--- src/rtl/vga_sync.sv ---
// 640x480 @ 60 Hz VGA timing generator: divides clk down to the pixel rate, walks
// the raster, and registers coordinates, sync, blanking and tick pulses together.
module vga_sync #(
  parameter int unsigned DIV    = 4,
  parameter int unsigned H_VIS  = 640,
  parameter int unsigned H_FP   = 16,
  parameter int unsigned H_SYNC = 96,
  parameter int unsigned H_BP   = 48,
  parameter int unsigned V_VIS  = 480,
  parameter int unsigned V_FP   = 10,
  parameter int unsigned V_SYNC = 2,
  parameter int unsigned V_BP   = 33
) (
  input  logic       clk,
  input  logic       reset,
  output logic [9:0] x,
  output logic [9:0] y,
  output logic       hsync,
  output logic       vsync,
  output logic       video_on,
  output logic       p_tick,
  output logic       frame_tick
);

  localparam int unsigned H_TOT = H_VIS + H_FP + H_SYNC + H_BP;
  localparam int unsigned V_TOT = V_VIS + V_FP + V_SYNC + V_BP;
  localparam int unsigned DW    = (DIV > 1) ? $clog2(DIV) : 1;

  localparam logic [DW-1:0] DIV_LAST = DW'(DIV - 1);
  localparam logic [9:0]    X_LAST   = 10'(H_TOT - 1);
  localparam logic [9:0]    Y_LAST   = 10'(V_TOT - 1);
  localparam logic [9:0]    X_VIS    = 10'(H_VIS);
  localparam logic [9:0]    Y_VIS    = 10'(V_VIS);
  localparam logic [9:0]    HS_START = 10'(H_VIS + H_FP);
  localparam logic [9:0]    HS_END   = 10'(H_VIS + H_FP + H_SYNC);
  localparam logic [9:0]    VS_START = 10'(V_VIS + V_FP);
  localparam logic [9:0]    VS_END   = 10'(V_VIS + V_FP + V_SYNC);

  logic [DW-1:0] div_cnt;
  logic [DW-1:0] div_next;
  logic [9:0]    x_next;
  logic [9:0]    y_next;
  logic          adv;
  logic          frame_wrap;

  // NOTE: every signal assigned in this block gets a default first, so no latches.
  always_comb begin
    adv        = (div_cnt == DIV_LAST);
    div_next   = adv ? '0 : div_cnt + DW'(1);
    x_next     = x;
    y_next     = y;
    frame_wrap = 1'b0;
    if (adv) begin
      if (x == X_LAST) begin
        x_next     = '0;
        y_next     = (y == Y_LAST) ? '0 : y + 10'd1;
        frame_wrap = (y == Y_LAST);
      end else begin
        x_next = x + 10'd1;
      end
    end
  end

  // Flags are decoded from next-state x/y so they land on the same edge as x/y.
  // NOTE: sequential state uses non-blocking assignments so all registers update together.
  always_ff @(posedge clk) begin
    if (reset) begin
      div_cnt    <= '0;
      x          <= '0;
      y          <= '0;
      hsync      <= 1'b1;
      vsync      <= 1'b1;
      video_on   <= 1'b1;
      p_tick     <= 1'b0;
      frame_tick <= 1'b0;
    end else begin
      div_cnt    <= div_next;
      x          <= x_next;
      y          <= y_next;
      hsync      <= !((x_next >= HS_START) && (x_next < HS_END));
      vsync      <= !((y_next >= VS_START) && (y_next < VS_END));
      video_on   <= (x_next < X_VIS) && (y_next < Y_VIS);
      p_tick     <= (div_next == DIV_LAST);
      frame_tick <= frame_wrap;
    end
  end

endmodule

--- config.mk ---
export PLATFORM = sky130hd
export DESIGN_NAME = vga_sync
export DESIGN_NICKNAME = d
export VERILOG_FILES = /design/src/rtl/vga_sync.sv
export SDC_FILE = /design/constraint.sdc
export NUM_CORES = 1
export LEC_CHECK = 0
export ABC_AREA = 1
export BUFFER_PORTS_ARGS = -buffer_cell sky130_fd_sc_hd__buf_2
export CAP_MARGIN = 20
export CORE_ASPECT_RATIO = 1.4
export CORE_UTILIZATION = 55
export CTS_CLUSTER_DIAMETER = 100
export CTS_CLUSTER_SIZE = 16
export DETAILED_ROUTE_END_ITERATION = 16
export MAX_ROUTING_LAYER = met4
export PLACE_DENSITY = 0.78
export SYNTH_ARGS = -nofsm -noshare
export SYNTH_HDL_FRONTEND = slang
export SYNTH_SLANG_ARGS = --single-unit
--- constraint.sdc ---
create_clock -name clk -period 4.25 [get_ports clk]
set_input_delay 0.85 -clock clk [delete_from_list [all_inputs] [get_ports clk]]
set_output_delay 0.85 -clock clk [all_outputs]
set_load 0.02 [all_outputs]
==> results of run 1 <==
## final cells by class
class / count / share of cell area, %
multi-input combinational: 172 / 49.7
sequential: 27 / 31.0
inverter: 36 / 7.74
timing repair buffer: 26 / 7.46
tap: 36 / 2.58
clock buffer: 3 / 1.29
clock inverter: 1 / 0.287
## state kept, by name, summed over array words and instances (netlist names)
register	flops
div_cnt	2
hsync	1
frame_tick	1
x	10
vsync	1
y	10
p_tick	1
video_on	1
## cell families (layout without fill, tap and decap cells)
family                     Yosys count  after routing  synth area share (%)
and+or+nand+nor                    150            150                  45.0
buffers and inverters               40             66                  9.78
DFF                                 27             27                  34.6
AOI/OAI and AO/OA                   14             14                  4.89
adders and majority gates            5              5                  4.01
xor gates and xnor gates             3              3                  1.68
## worst max-delay path by stage
stage / slack, ps / startpoint / cells past startpoint / end
finish: 2110 / div_cnt[0] / 10 / vsync
global route: 1890 / div_cnt[0] / 10 / vsync
CTS: 2160 / div_cnt[0] / 10 / vsync
detailed placement: 2180 / div_cnt[0] / 10 / vsync
global placement: 2180 / div_cnt[0] / 10 / vsync
floorplan: 2500 / x[0] / 10 / video_on
## synth_stat cells (all sizes together)
cell type   n  area (sq um)
inv        36           135
nor3        4          25.0
dfxtp      27           541
nand3b      2          15.0
nand3      20           110
clkbuf      2          7.51
nand4      13           100
ha          5          62.6
nand2      66           258
a211oi      1          7.51
nor2       45           194
buf         2          10.0
xor2        2          17.5
a21oi       8          40.0
xnor2       1          8.76
o21ai       5          28.8
## through the flow
stage               std cells  util (%)  total power [mW]  worst slack, ps  hold WS [ps]
floorplan                 239         -             0.285             2500           427
global placement          297      64.3             0.291             2180           438
detailed placement        297      64.3             0.292             2180           449
CTS                       301      65.4             0.405             2160           470
global route              301      65.4             0.423             1890           503
finish                    301      65.4             0.404             2110           472
## critical path, cell delays in order (launching register included)
cell and delay (ps):
dfxtp_1 390, ha_1 560, nand3_2 200, inv_1 130, nand4_2 160, inv_1 120, nand3b_1 80, a21oi_1 190
nand3_1 90, nor2_1 90, nand2_1 50
## power by group
| group | internal [mW] | switching, mW |
|---|---|---|
| clock network | 0.0355 | 0.0818 |
| logic | 0.00707 | 0.0187 |
| registers | 0.258 | 0.00353 |
## metal layers
| metal | track usage [%] | routed length [um] | up-vias |
|---|---|---|---|
| met5 | - | 0 | - |
| met4 | 10.4 | 95 | 0 |
| met3 | 1.95 | 148 | 8 |
| met2 | 44.3 | 1870 | 43 |
| met1 | 34.0 | 1540 | 701 |
| li1 | - | - | 807 |
## cells in the final DEF, fill, tap and decap left out
| master | count |
|---|---|
| o21ai_0 | 4 |
| nor2_4 | 2 |
| buf_2 | 26 |
| nand2_4 | 1 |
| nand2_1 | 64 |
| nand4_1 | 10 |
| a21oi_1 | 8 |
| nand3_1 | 18 |
| nand4_2 | 3 |
| xor2_1 | 2 |
| clkinv_2 | 1 |
| nor3_2 | 1 |
| clkbuf_4 | 3 |
| nand3b_1 | 2 |
| nor2_2 | 4 |
| inv_1 | 34 |
| nand3_2 | 2 |
| a211oi_1 | 1 |
| nor3_1 | 3 |
| ha_1 | 5 |
| nor2_1 | 39 |
| o21ai_2 | 1 |
| nand2_2 | 1 |
| xnor2_1 | 1 |
| inv_2 | 2 |
| dfxtp_1 | 27 |
==> metrics, run 1 <==
Setup Viol. Count Final 0; CP Data Arrival Time 2400 ps; flop2flop setup slack 2110 ps; I/O pin count 27; nets 273; status completed; n_diodes 0; Worst-Skew Late Latency 340 ps; static leakage 0.889 nW; vias in the first global route 1355; P per Cell Area 232 nW/um^2; clock slew at reported path FFs 150 ps; global placer's final weighted congestion 0.873; Starting Density 58.4%; Peak Freq 0.468 GHz; post-route design area 1750 sq um; sequential cell area fraction in the yosys report 34.6%; Syn Area/Cell 6.53 sq um; Yosys reg bits 27; Synth Warn # 0; layout cells sized above 1 17.7%; final wirelength 3650 um; first-pass GRT wire length 5960 um; synthesized area 1560 sq um; Crit Reg-Reg Endpoint vsync; worst vdd rail ir drop 0.000200 V; Worst-Margin Slew 610 ps; largest fanout on the critical path 15; RSZ-0062 raised after global routing false; Die Span X 47.0 um; vias post-DR 1559; final setup TNS 0 ps; CTS Sinks 27; Crit. End Element register; Synthesized Nets 246; Iter 0 DRT Violations 49; port bufs 26; Longest Clk Path Bufs 2; Post-DRT Antenna Nets 0; Max-cap violations 0; crit path time final 2140 ps; CTS tree built; synth unique cells 25; period utilization 50.3%; Setup Fix Bufs, Post-CTS 0; Avg WL per Cell 12.1 um; cts bufs inserted 3; DP Area 1720 sq um; Post-CTS Resized 0; antenna violations before repair 0; Req. time, crit path 4510 ps; largest net degree at the start of global routing 23; crit path kind reg -> reg; filler cell count 268; Pins Over Slew Limit 0; worst-case reg-to-reg path depth 10; GR Overflow Total 0; area of the multi-input gates 867 sq um; Area growth, synth to finish 11.9%; die area 3060 sq um; Via density 5.18; Hold Crit Class reg -> reg; CTS H-tree lvls 1; hold_buf cts 0; hpwl dp 2800 um; Die Y 65.0 um; gr usage total 27.2%; slew margin rel. 59.3%; Clock Skews 7.42 ps; gate count of the mapped netlist 239; worst r2r src div_cnt[0]; Min-Delay Startpoint div_cnt[0]; FF+latch area 541 sq um; hold endpoint div_cnt[0]; Final Hold Viols 0; # DRC 0; CTS Root Cell clkbuf_4; startpoint types register; DR pass1 iterations 4; Site Rows 22; core area 2670 sq um; hold path cells 1
Power figures use the tool's default switching activity.
==> run 2, diff against run 1 <==
==> constraint.sdc (replaced) <==
create_clock -name clk -period 2.05 [get_ports clk]
set_input_delay 0.41 -clock clk [delete_from_list [all_inputs] [get_ports clk]]
set_output_delay 0.41 -clock clk [all_outputs]
set_load 0.02 [all_outputs]
==> run 2 against run 1 <==
  * First-iteration DRC count decreased by 20%
  * Critical path depth unchanged
  * Sequential power increased by 110%
  * Sequential share of layout area decreased by 0.18 points
  * Final area increased by 0.57%
  * Register-to-register slack got worse by 1900 ps
  * Critical path type unchanged
==> metrics, run 2 (synthesis gave the netlist of run 1 again) <==
first-pass GRT wire length 5710 um; slew margin rel. 71.6%; GR Overflow Total 0; commonest non-fill, non-tap cell in the layout nand2_1; internal power contribution 0.624 mW; vias post-DR 1552; Starting Density 58.4%; Hold Crit Class in -> reg; P per Cell Area 471 nW/um^2; Clock Skews 14.9 ps; Site Rows 22; flop2flop setup slack 210 ps; sequential share of power 65.4%; hold endpoint div_cnt[1]; Logic pwr share 6.7%; CTS Sinks 27; most frequent cells in the layout 64 x nand2_1, 39 x nor2_1, 34 x inv_1, 27 x dfxtp_1, 26 x buf_2; Top Registers x (10), y (10), div_cnt (2); DR pass1 iterations 4; Area growth, synth to finish 12.5%; CTS Root Cell clkbuf_4; Avg WL per Cell 11.6 um; CTS H-tree lvls 1; largest net degree at the start of global routing 23; antenna violations before repair 0; Die Y 65.0 um; worst r2r src x[0]; Clock power frac 27.8%; port bufs 26; clock slew at reported path FFs 150 ps; Via density 5.14; Pins Over Slew Limit 0; Min-Delay Startpoint reset; final wirelength 3490 um; Post-DRT Antenna Nets 0; Setup Fix Bufs, Post-CTS 0; largest fanout on the critical path 9; Longest Clk Path Bufs 2; core area 2670 sq um; hold path cells 2; period utilization 89.6%; crit path time final 1840 ps; hpwl dp 2770 um; global placer's final weighted congestion 0.907; Setup Viol. Count Final 0; Peak Freq 0.545 GHz; gr usage total 25.9%; cts bufs inserted 3; Crit. End Element register; Worst-Skew Late Latency 330 ps; vias in the first global route 1388; CTS tree built; Die Span X 47.0 um; Final Hold Viols 0; hold_buf cts 0; status completed; Critical path origin x[0]; RSZ-0062 raised after global routing false; Req. time, crit path 2300 ps; crit path kind reg -> reg; net switching power 0.204 mW; die area 3060 sq um; # DRC 0; worst hold slack 467 ps; Sw Share 24.6%; worst-case reg-to-reg path depth 10; Worst-Margin Slew 425 ps; n_diodes 0; CP Data Arrival Time 2080 ps; startpoint types register; nets 274; Max-cap violations 0; Iter 0 DRT Violations 39; Crit Reg-Reg Endpoint vsync; I/O pin count 27; layout cells sized above 1 18.4%; final setup TNS 0 ps; worst vdd rail ir drop 0.000372 V; static leakage 0.892 nW
==> run 2: critical path: stages, from the launching register on <==
cell,delay (ps)
dfxtp_1,410
ha_1,260
nand4_1,170
nor2_4,280
nand2_4,120
inv_2,90
nand2_1,50
o21ai_0,120
nand3_1,120
nor2_1,100
nand2_1,50
==> run 2: worst max path at each step <==
stage | to | cells past startpoint
after floorplan | video_on | 10
after global placement | video_on | 12
after detailed placement | video_on | 10
after CTS | video_on | 10
after global routing | video_on | 10
final | vsync | 10
==> run 2: repair_timing <==
action / CTS / global route
resized for setup: 0 / 1
endpoints found under the hold margin: 0 / 0
setup endpoints to repair: 0 / 2
==> run 2: power by group through the flow <==
stage | Sequential [mW] | Clock, mW | Combinational [mW]
final | 0.542 | 0.230 | 0.0558
after global placement | 0.552 | 0 | 0.0548
after global routing | 0.543 | 0.259 | 0.0629
after floorplan | 0.557 | 0 | 0.0338
after detailed placement | 0.553 | 0 | 0.0549
after CTS | 0.541 | 0.237 | 0.0551
==> run 2: routing by layer <==
layer / global-route usage, % / vias to the layer above / routed length, um / share of wire, %
met3: 1.67 / 10 / 105 / 3.0
met4: 10.0 / 0 / 80 / 2.3
li1: - / 806 / - / -
met1: 30.2 / 703 / 1510 / 43
met5: - / - / 0 / 0
met2: 44.4 / 33 / 1790 / 51
==> run 2: through the flow <==
step / area, sq um / setup slack [ps] / cells / utilization, % / power, mW
floorplan: 1560 / 304 / 239 / - / 0.591
global placement: 1730 / 227 / 298 / 64.6 / 0.607
detailed placement: 1730 / 204 / 298 / 64.6 / 0.608
CTS: 1750 / 181 / 302 / 65.7 / 0.834
global route: 1760 / 12.2 / 302 / 65.7 / 0.865
finish: 1760 / 214 / 302 / 65.7 / 0.827
==> run 2: layout make-up <==
type / instances / area (sq um)
Timing Repair Buffer: 27 / 138
Tap cell: 36 / 45.0
Multi-Input combinational cell: 172 / 870
Inverter: 36 / 135
Clock inverter: 1 / 5.00
Clock buffer: 3 / 22.5
Sequential cell: 27 / 541
Fill cell: 285 / 915
==> run 3, diff against run 2 <==
--- a/config.mk
+++ b/config.mk
@@ -9,12 +9,14 @@
 export BUFFER_PORTS_ARGS = -buffer_cell sky130_fd_sc_hd__buf_2
 export CAP_MARGIN = 20
 export CORE_ASPECT_RATIO = 1.4
+export CORE_MARGIN = 2
 export CORE_UTILIZATION = 55
 export CTS_CLUSTER_DIAMETER = 100
 export CTS_CLUSTER_SIZE = 16
 export DETAILED_ROUTE_END_ITERATION = 16
 export MAX_ROUTING_LAYER = met4
 export PLACE_DENSITY = 0.78
+export SETUP_SLACK_MARGIN = 0.4
 export SYNTH_ARGS = -nofsm -noshare
 export SYNTH_HDL_FRONTEND = slang
 export SYNTH_SLANG_ARGS = --single-unit
==> run 3 against run 2 <==
  * Routed wire length up 14%
  * Utilization up 6.0 points
  * Non-clock buffer count up 13
  * Largest cell class unchanged
  * Setup slack better by 130 ps
  * Die area up 7.5%
==> metrics, run 3 (synthesis gave the netlist of run 1 again) <==
status completed; first-pass GRT wire length 6350 um; Peak Freq 0.586 GHz; Iter 0 DRT Violations 76; nets 287; I/O pin count 27; Post-DRT Antenna Nets 0; Final Util 71.8%; Critical path origin x[0]; worst r2r src x[0]; Crit path max-delay family simple AND/OR/NAND/NOR gates; vias post-DR 1677; layout cells sized above 1 28.0%; crit path to video_on; vias in the first global route 1492; final wirelength 3970 um; Starting Density 58.4%; critical path's largest stage delay 380 ps; Setup Viol. Count Final 0; static leakage 0.955 nW; final std cells w/o fill 315; core area 2670 sq um; period utilization 83.2%; Req. time, crit path 2300 ps; most frequent cells in the layout 64 x nand2_1, 34 x nor2_1, 32 x inv_1, 26 x buf_2, 20 x dfxtp_1; flop2flop setup slack 340 ps; critical path cell sequence ha_4 -> nand4_1 -> nor2_4 -> nand3_1 -> nand2_1 -> nand3_1 -> nor2_1 -> nand3_1 -> nand2_1 -> nand2_1; hold_buf cts 0; critical path depth 10; placed cells 299; worst-case reg-to-reg path depth 10; global placer's final weighted congestion 0.901; critical path's slowest cell dfxtp_2; Pins Over Slew Limit 0; n_diodes 0; Avg WL per Cell 12.6 um; Die Y 67.0 um; largest fanout on the critical path 8; crit path time final 1710 ps; Worst Path Buf+Inv 0; final setup TNS 0 ps; DR pass1 iterations 4; gr usage total 26.0%; Crit. End Element register; CTS tree built; port bufs 26; # DRC 0; CP Data Arrival Time 1950 ps; Final Hold Viols 0; Longest Clk Path Bufs 2; Top Registers x (10), y (10), div_cnt (2); Clock Skews 1.81 ps; cts bufs inserted 3; Site Rows 22; RSZ-0062 raised after global routing true; clock slew at reported path FFs 140 ps; Worst-Margin Slew 432 ps; slew margin rel. 71.2%; Crit Reg-Reg Endpoint video_on; CTS Root Cell clkbuf_4; antenna violations before repair 0; Worst-Skew Late Latency 330 ps; CTS H-tree lvls 1; crit path kind reg -> reg; P per Cell Area 442 nW/um^2; largest net degree at the start of global routing 23; die area 3280 sq um; worst vdd rail ir drop 0.000548 V; hpwl dp 2800 um; Hold Crit Class reg -> reg; commonest non-fill, non-tap cell in the layout nand2_1; Area growth, synth to finish 22.9%; CTS Sinks 27; Max-cap violations 0; Via density 5.32; startpoint types register; GR Overflow Total 0; Die Span X 49.0 um
==> run 3: changes by cell type in the layout (fill, tap and decap cells not counted), sizes merged <==
cell,before,now
buf,27,40
clkbuf,3,4
clkinv,1,0
==> run 3: stage by stage <==
| stage | worst slack [ps] | total power [mW] | area [sq um] | hold WS (ps) |
|---|---|---|---|---|
| floorplan | 410 | 0.591 | 1560 | 427 |
| global placement | 267 | 0.607 | 1740 | 437 |
| detailed placement | 202 | 0.609 | 1740 | 455 |
| CTS | 390 | 0.844 | 1840 | 471 |
| global route | 183 | 0.874 | 1920 | 473 |
| finish | 344 | 0.848 | 1920 | 456 |
==> run 3: cell type report <==
cell class	count	area [sq um]
fill	239	753
sequential	27	552
multi-input combinational	172	923
clock buffer	4	26.3
tap	36	45.0
timing repair buffer	40	235
inverter	36	135
==> run 3: worst min-delay path by stage <==
stage | start | endpoint | slack (ps) | depth (start not counted)
finish | div_cnt[0] | div_cnt[0] | 460 | 1
global route | div_cnt[0] | div_cnt[0] | 470 | 1
CTS | reset | div_cnt[1] | 470 | 2
detailed placement | div_cnt[0] | div_cnt[0] | 450 | 1
global placement | div_cnt[0] | div_cnt[0] | 440 | 1
floorplan | div_cnt[0] | div_cnt[0] | 430 | 1
==> run 3: timing repair <==
item	CTS	global route
setup buffers	5	7
endpoints found under the setup margin	7	5
endpoints found under the hold margin	0	0
pin swaps	2	4
resized for setup	11	12
==> run 3: layer usage <==
metal  vias up  wire [um]  GRT usage [%]
met2        46       2080           47.6
met1       781       1640           29.2
met3        11        144           2.69
met4         0        102           9.64
met5         -          0              -
li1        839          -              -
==> run 3: where the power goes <==
| group | switching [mW] | leakage, nW | internal (mW) |
|---|---|---|---|
| Clock | 0.157 | 0.0150 | 0.0766 |
| Combinational | 0.0435 | 0.719 | 0.0278 |
| Sequential | 0.00913 | 0.222 | 0.534 |
